==> src/rtl/data_mem_bytelane.sv <==
// Byte-lane data memory for the MEM stage: sb/sh/sw stores, sign- or
// zero-extended lb/lbu/lh/lhu/lw loads, registered read data with one-cycle
// latency, and per-request alignment checking. Little-endian lane order.
module data_mem_bytelane #(
  parameter int unsigned ADR_WIDTH  = 32,
  parameter int unsigned DEPTH_LOG2 = 6,
  parameter int unsigned DATA_WIDTH = 32
) (
  input  logic                  clk,
  input  logic                  rst_n,
  input  logic                  MemRead,
  input  logic                  MemWrite,
  input  logic [1:0]            size,
  input  logic                  unsigned_ld,
  input  logic [ADR_WIDTH-1:0]  addr,
  input  logic [DATA_WIDTH-1:0] data_write,
  output logic [DATA_WIDTH-1:0] data_read,
  output logic                  rdata_valid,
  output logic                  err
);

  localparam int unsigned DEPTH = 1 << DEPTH_LOG2;
  localparam int unsigned LANES = 4;

  localparam logic [1:0] SZ_BYTE = 2'b00;
  localparam logic [1:0] SZ_HALF = 2'b01;
  localparam logic [1:0] SZ_WORD = 2'b10;

  // Elaboration-time parameter legality
  if (DATA_WIDTH != 32) begin : g_bad_data_width
    $error("data_mem_bytelane: DATA_WIDTH must be 32");
  end
  if (DEPTH_LOG2 < 2 || DEPTH_LOG2 > ADR_WIDTH - 2) begin : g_bad_depth
    $error("data_mem_bytelane: DEPTH_LOG2 must be in 2..ADR_WIDTH-2");
  end

  // Address bits above the word index only alias; they are intentionally dropped
  if (ADR_WIDTH > DEPTH_LOG2 + 2) begin : g_addr_hi
    logic w_unused_addr_hi;
    assign w_unused_addr_hi = ^addr[ADR_WIDTH-1:DEPTH_LOG2+2];
  end

  logic [DATA_WIDTH-1:0] r_mem [DEPTH];

  logic [DATA_WIDTH-1:0] r_data_read;
  logic                  r_rdata_valid;
  logic                  r_err;

  logic [DEPTH_LOG2-1:0] w_idx;
  logic [1:0]            w_off;
  logic                  w_req;
  logic                  w_misalign;
  logic                  w_conflict;
  logic                  w_reject;
  logic                  w_do_write;
  logic                  w_do_read;
  logic [LANES-1:0]      w_be;
  logic [DATA_WIDTH-1:0] w_wdata;
  logic [DATA_WIDTH-1:0] w_word;
  logic [7:0]            w_byte;
  logic [15:0]           w_half;
  logic [DATA_WIDTH-1:0] w_load;

  assign w_idx = addr[DEPTH_LOG2+1:2];
  assign w_off = addr[1:0];

  // Size/alignment legality of the current request
  always_comb begin
    w_misalign = 1'b0;
    case (size)
      SZ_BYTE: w_misalign = 1'b0;
      SZ_HALF: w_misalign = w_off[0];
      SZ_WORD: w_misalign = |w_off;
      default: w_misalign = 1'b1;
    endcase
  end

  assign w_req      = MemRead | MemWrite;
  assign w_conflict = MemRead & MemWrite;
  assign w_reject   = w_req & (w_misalign | w_conflict);
  assign w_do_write = MemWrite & ~w_reject;
  assign w_do_read  = MemRead & ~w_reject;

  // Lane enables and store data replicated onto every lane it may land in
  always_comb begin
    w_be    = '0;
    w_wdata = '0;
    case (size)
      SZ_BYTE: begin
        w_be    = 4'(4'b0001 << w_off);
        w_wdata = {4{data_write[7:0]}};
      end
      SZ_HALF: begin
        w_be    = w_off[1] ? 4'b1100 : 4'b0011;
        w_wdata = {2{data_write[15:0]}};
      end
      SZ_WORD: begin
        w_be    = 4'b1111;
        w_wdata = data_write;
      end
      default: begin
        w_be    = '0;
        w_wdata = '0;
      end
    endcase
  end

  // Storage array: contents survive reset, but no lane is written while in reset
  always_ff @(posedge clk or negedge rst_n) begin
    if (!rst_n) begin
      // contents retained; write blocked
    end else if (w_do_write) begin
      for (int unsigned b = 0; b < LANES; b++) begin
        if (w_be[b]) begin
          r_mem[w_idx][8*b +: 8] <= w_wdata[8*b +: 8];
        end
      end
    end
  end

  assign w_word = r_mem[w_idx];
  assign w_byte = 8'(w_word >> {w_off, 3'b000});
  assign w_half = 16'(w_word >> {w_off[1], 4'b0000});

  // Lane extraction and sign/zero extension of the load result
  always_comb begin
    w_load = w_word;
    case (size)
      SZ_BYTE: begin
        if (unsigned_ld) begin
          w_load = {{(DATA_WIDTH-8){1'b0}}, w_byte};
        end else begin
          w_load = {{(DATA_WIDTH-8){w_byte[7]}}, w_byte};
        end
      end
      SZ_HALF: begin
        if (unsigned_ld) begin
          w_load = {{(DATA_WIDTH-16){1'b0}}, w_half};
        end else begin
          w_load = {{(DATA_WIDTH-16){w_half[15]}}, w_half};
        end
      end
      default: w_load = w_word;
    endcase
  end

  // Registered response: load data, valid pulse and reject pulse
  always_ff @(posedge clk or negedge rst_n) begin
    if (!rst_n) begin
      r_data_read   <= '0;
      r_rdata_valid <= 1'b0;
      r_err         <= 1'b0;
    end else begin
      r_err         <= w_reject;
      r_rdata_valid <= w_do_read;
      if (w_do_read) begin
        r_data_read <= w_load;
      end
    end
  end

  assign data_read   = r_data_read;
  assign rdata_valid = r_rdata_valid;
  assign err         = r_err;

endmodule

==> config.mk <==
export PLATFORM = sky130hd
export DESIGN_NAME = data_mem_bytelane
export DESIGN_NICKNAME = d
export VERILOG_FILES = /design/src/rtl/data_mem_bytelane.sv
export SDC_FILE = /design/constraint.sdc
export NUM_CORES = 2
export LEC_CHECK = 0
export BUFFER_PORTS_ARGS = -buffer_cell sky130_fd_sc_hd__buf_2
export CORE_UTILIZATION = 45
export CTS_BUF_LIST = sky130_fd_sc_hd__clkbuf_8
export DETAILED_ROUTE_END_ITERATION = 12
export PLACE_DENSITY = 0.73
export SLEW_MARGIN = 5
export SYNTH_ARGS = -nofsm -noshare
export SYNTH_HDL_FRONTEND = slang
export SYNTH_SLANG_ARGS = --single-unit
==> constraint.sdc <==
create_clock -name clk -period 2.3 [get_ports clk]
set_input_delay 0 -clock clk [delete_from_list [all_inputs] [get_ports clk]]
set_output_delay 0 -clock clk [all_outputs]
set_load 0.02 [all_outputs]
==> results.toml <==
[logic_synthesis]
yosys_register_bits = 2082
synthMuxAreaShare = 0.02976
syn-instance-count = 4579
synthAdderAreaFrac = 0.0001260
synth_edf_count = 2048
synth_nets = 4650
synth_compound_area_frac = 0.1182
async_flop_share = 0.01633
yosysSeqAreaShare = 0.7852
synth_xor_area_frac = 0
synth.top_cell.area_share = 0.7744
synth_top_family_by_area = "compound AO/OA/AOI/OAI gates"
mappedNetlistArea_um2 = 79410
synth-simple-area-share = 0.04483
yosysTopAreaCell = "edfxtp_1"
synth_area_per_cell_um2 = 17.34
post-synth-top-count-cell = "edfxtp_1"
synth_area_leaders = "edfxtp_1 (77%), a22oi_1 (4.6%), a221oi_1 (1.6%)"
ys.flop_type = "edfxtp_1"
ys_top_cells_by_count = "edfxtp_1 (2,048), a22oi_1 (483), nor2_1 (306), nand2_1 (161), buf_2 (159)"
ys_types = 82
synth_warnings = 0

[timing]
timing.fmax_mhz = 379.5
timing.slew.headroom = 0.1097
fin_crit_ns = 2.635
setup_violations = 31
hold_viol = 0
drv_slew = 0
setup_tns_ns = -6.980
tightestPinTransition_ns = 1.335
post-route-period-util = 1.146
setup_slack_ns = -0.3353
fin_skew_ns = 0.07025
rsz0062_at_grt = "yes"

[route]
antenna_left = 0
viasPerCell = 6.405
drtIter0Drc = 9188
drtPass1Iterations = 8
wl_per_cell_um = 33.17
drcViolationCount = 0
drt-total-wl_mm = 274.9
via_count = 53075

[global_route]
antenna_found_initial = 12
overflow = 0
grt_pass1_vias = 51304
grt.total_usage = 0.3022
grt_max_degree = 65
grt_pass1_wl_mm = 381.6

[cells_and_area]
design_area_um2 = 97730
instances_no_fill = 8287
fin_nets = 5782
areaGrowthSynthToFinish_pct = 23.07
layout-drive-gt1-share = 0.2955
nFillCells = 13074

[cts]
clock-sinks = 2082
clk_path_buf_depth = 4
cts_tree = "done"
cts_buffers = 341
h-tree-depth = 5
cts.root.buffer_cell = "clkbuf_8"
path_clk_slew_ns = 0.06
clkLatencyLatePin_ns = 1.11

[power]
cellLeakagePower_nw = 31.27
p_total_w = 0.07797
ir_worst_vdd_v = 0.0006254
power_density_nw_per_um2 = 797.8

[setup_path]
crit_arrival_ns = 3.58
crit_type = "reg2reg"
cp_max_fo = 5
critPathCaptureType = "register"
critPathLaunchType = "register"
worstPathRequired_ns = 3.24

[floorplanning]
die_width_um = 422.1
ios = 105
start_util = 0.4549
die_h_um = 422.1
core_um2 = 174600
die_area_um2 = 178200
num_rows = 153

[place]
dpl-instance-area_um2 = 90430
place_ws_ns = -1.378
io_buffers = 80
place_inst = 7647
dp_hpwl_mm = 186.9
gp_congestion = 1.057

[min_path]
hold_path.class = "in2reg"

[job]
max_cap_violations = 0

[run_status]
failed_checks = "negative setup slack"
outcome = "complete, but fails checks"
## layout by cell type (no fill, tap or decap), types with 24 or more instances in the layout
| cell | synthesis | final |
|---|---|---|
| nand2_1 | 161 | 159 |
| clkbuf_8 | 0 | 349 |
| a22oi_1 | 483 | 477 |
| dlygate4sd3_1 | 0 | 44 |
| mux4_2 | 37 | 37 |
| o22ai_1 | 30 | 24 |
| mux2_2 | 38 | 37 |
| buf_4 | 18 | 866 |
| buf_2 | 159 | 77 |
| nand4_1 | 41 | 41 |
| clkinv_1 | 1 | 91 |
| dfrtp_1 | 34 | 34 |
| inv_1 | 8 | 89 |
| buf_12 | 0 | 128 |
| mux2i_1 | 100 | 98 |
| nor2_1 | 306 | 303 |
| a31oi_1 | 112 | 100 |
| a221oi_1 | 147 | 125 |
| o21ai_0 | 60 | 37 |
| a221oi_2 | 3 | 25 |
| clkinv_2 | 0 | 56 |
| a22o_1 | 111 | 111 |
| edfxtp_1 | 2048 | 2048 |
| a21oi_1 | 105 | 97 |
## where the power goes
group	internal (W)	switching, W	leakage [nW]
registers	0.0422	0.000324	17.2
clock network	0.0145	0.0145	3.36
logic	0.00233	0.00418	10.7
## kinds of logic after synthesis
kind of cell / count (synthesis)
buffers and inverters: 343
flip-flops: 2082
AO/OA/AOI/OAI: 1253
multiplexers: 184
AND/OR/NAND/NOR: 716
adder cells (fa/ha/maj): 1
## metal layers
metal,global-route usage,vias up,part of all wire
li1,-,21251,-
met1,0.3825,26584,0.34
met2,0.4651,4432,0.46
met3,0.07596,796,0.13
met4,0.1938,12,0.072
met5,0,-,0.00029
## critical path, cell delays in order (launching register included)
cell and delay (ns):
edfxtp_1 0.37, mux4_2 0.56, a22oi_2 0.16, nand4_1 0.27, nor3_2 0.19, buf_4 0.16
nor3_1 0.05, nor2_1 0.21, o311ai_4 0.18, buf_4 0.18, o22a_1 0.15
## sequential cells by signal, summed over array words and instances, names as in the netlist
register,flops
err,1
r_mem,2048
rdata_valid,1
data_read,32
## area by class of cell
class                      instances  area (um2)  area share
timing repair buffer            1120        9955      0.1019
inverter                          11       41.29   0.0004225
clock inverter                   244        1140     0.01166
tap                             2325        2909     0.02977
multi-input combinational       2155       16550      0.1693
sequential                      2082       62350      0.6380
antenna                            3       7.507  0.00007682
clock buffer                     347        4776     0.04887
## path summary, 6_finish.rpt
path	startpoint	to	slack, ns	cells past startpoint
min in group asynchronous	rst_n	data_read[16]	0.40	4
worst min-delay path	addr[5]	data_read[12]	0.03	7
max in group asynchronous	rst_n	err	1.27	5
worst max register to register	r_mem[28][15]	data_read[11]	-0.34	10
worst max-delay path	r_mem[28][15]	data_read[11]	-0.34	10
worst min register to register	data_read[20]	data_read[20]	0.57	2
## stage by stage
stage,hold slack (ns),util
final,0.03092,0.5598
after global routing,0.02963,0.5597
after CTS,0.01023,0.5577
after detailed placement,0.2860,0.5180
after global placement,0.2801,0.5180
after floorplan,-0.2956,-
## timing repair
| item | 4_1_cts | 5_1_grt |
|---|---|---|
| hold buffers | 44 | 0 |
| gates resized for setup | 110 | 61 |
| endpoints found under the setup margin | 32 | 32 |
| gates cloned | 0 | 1 |
| pin swaps | 67 | 44 |
| hold endpoints to repair | 2644 | 0 |
| buffers inserted | 4 | 4 |
No activity file was read; power rests on OpenSTA's default activity.
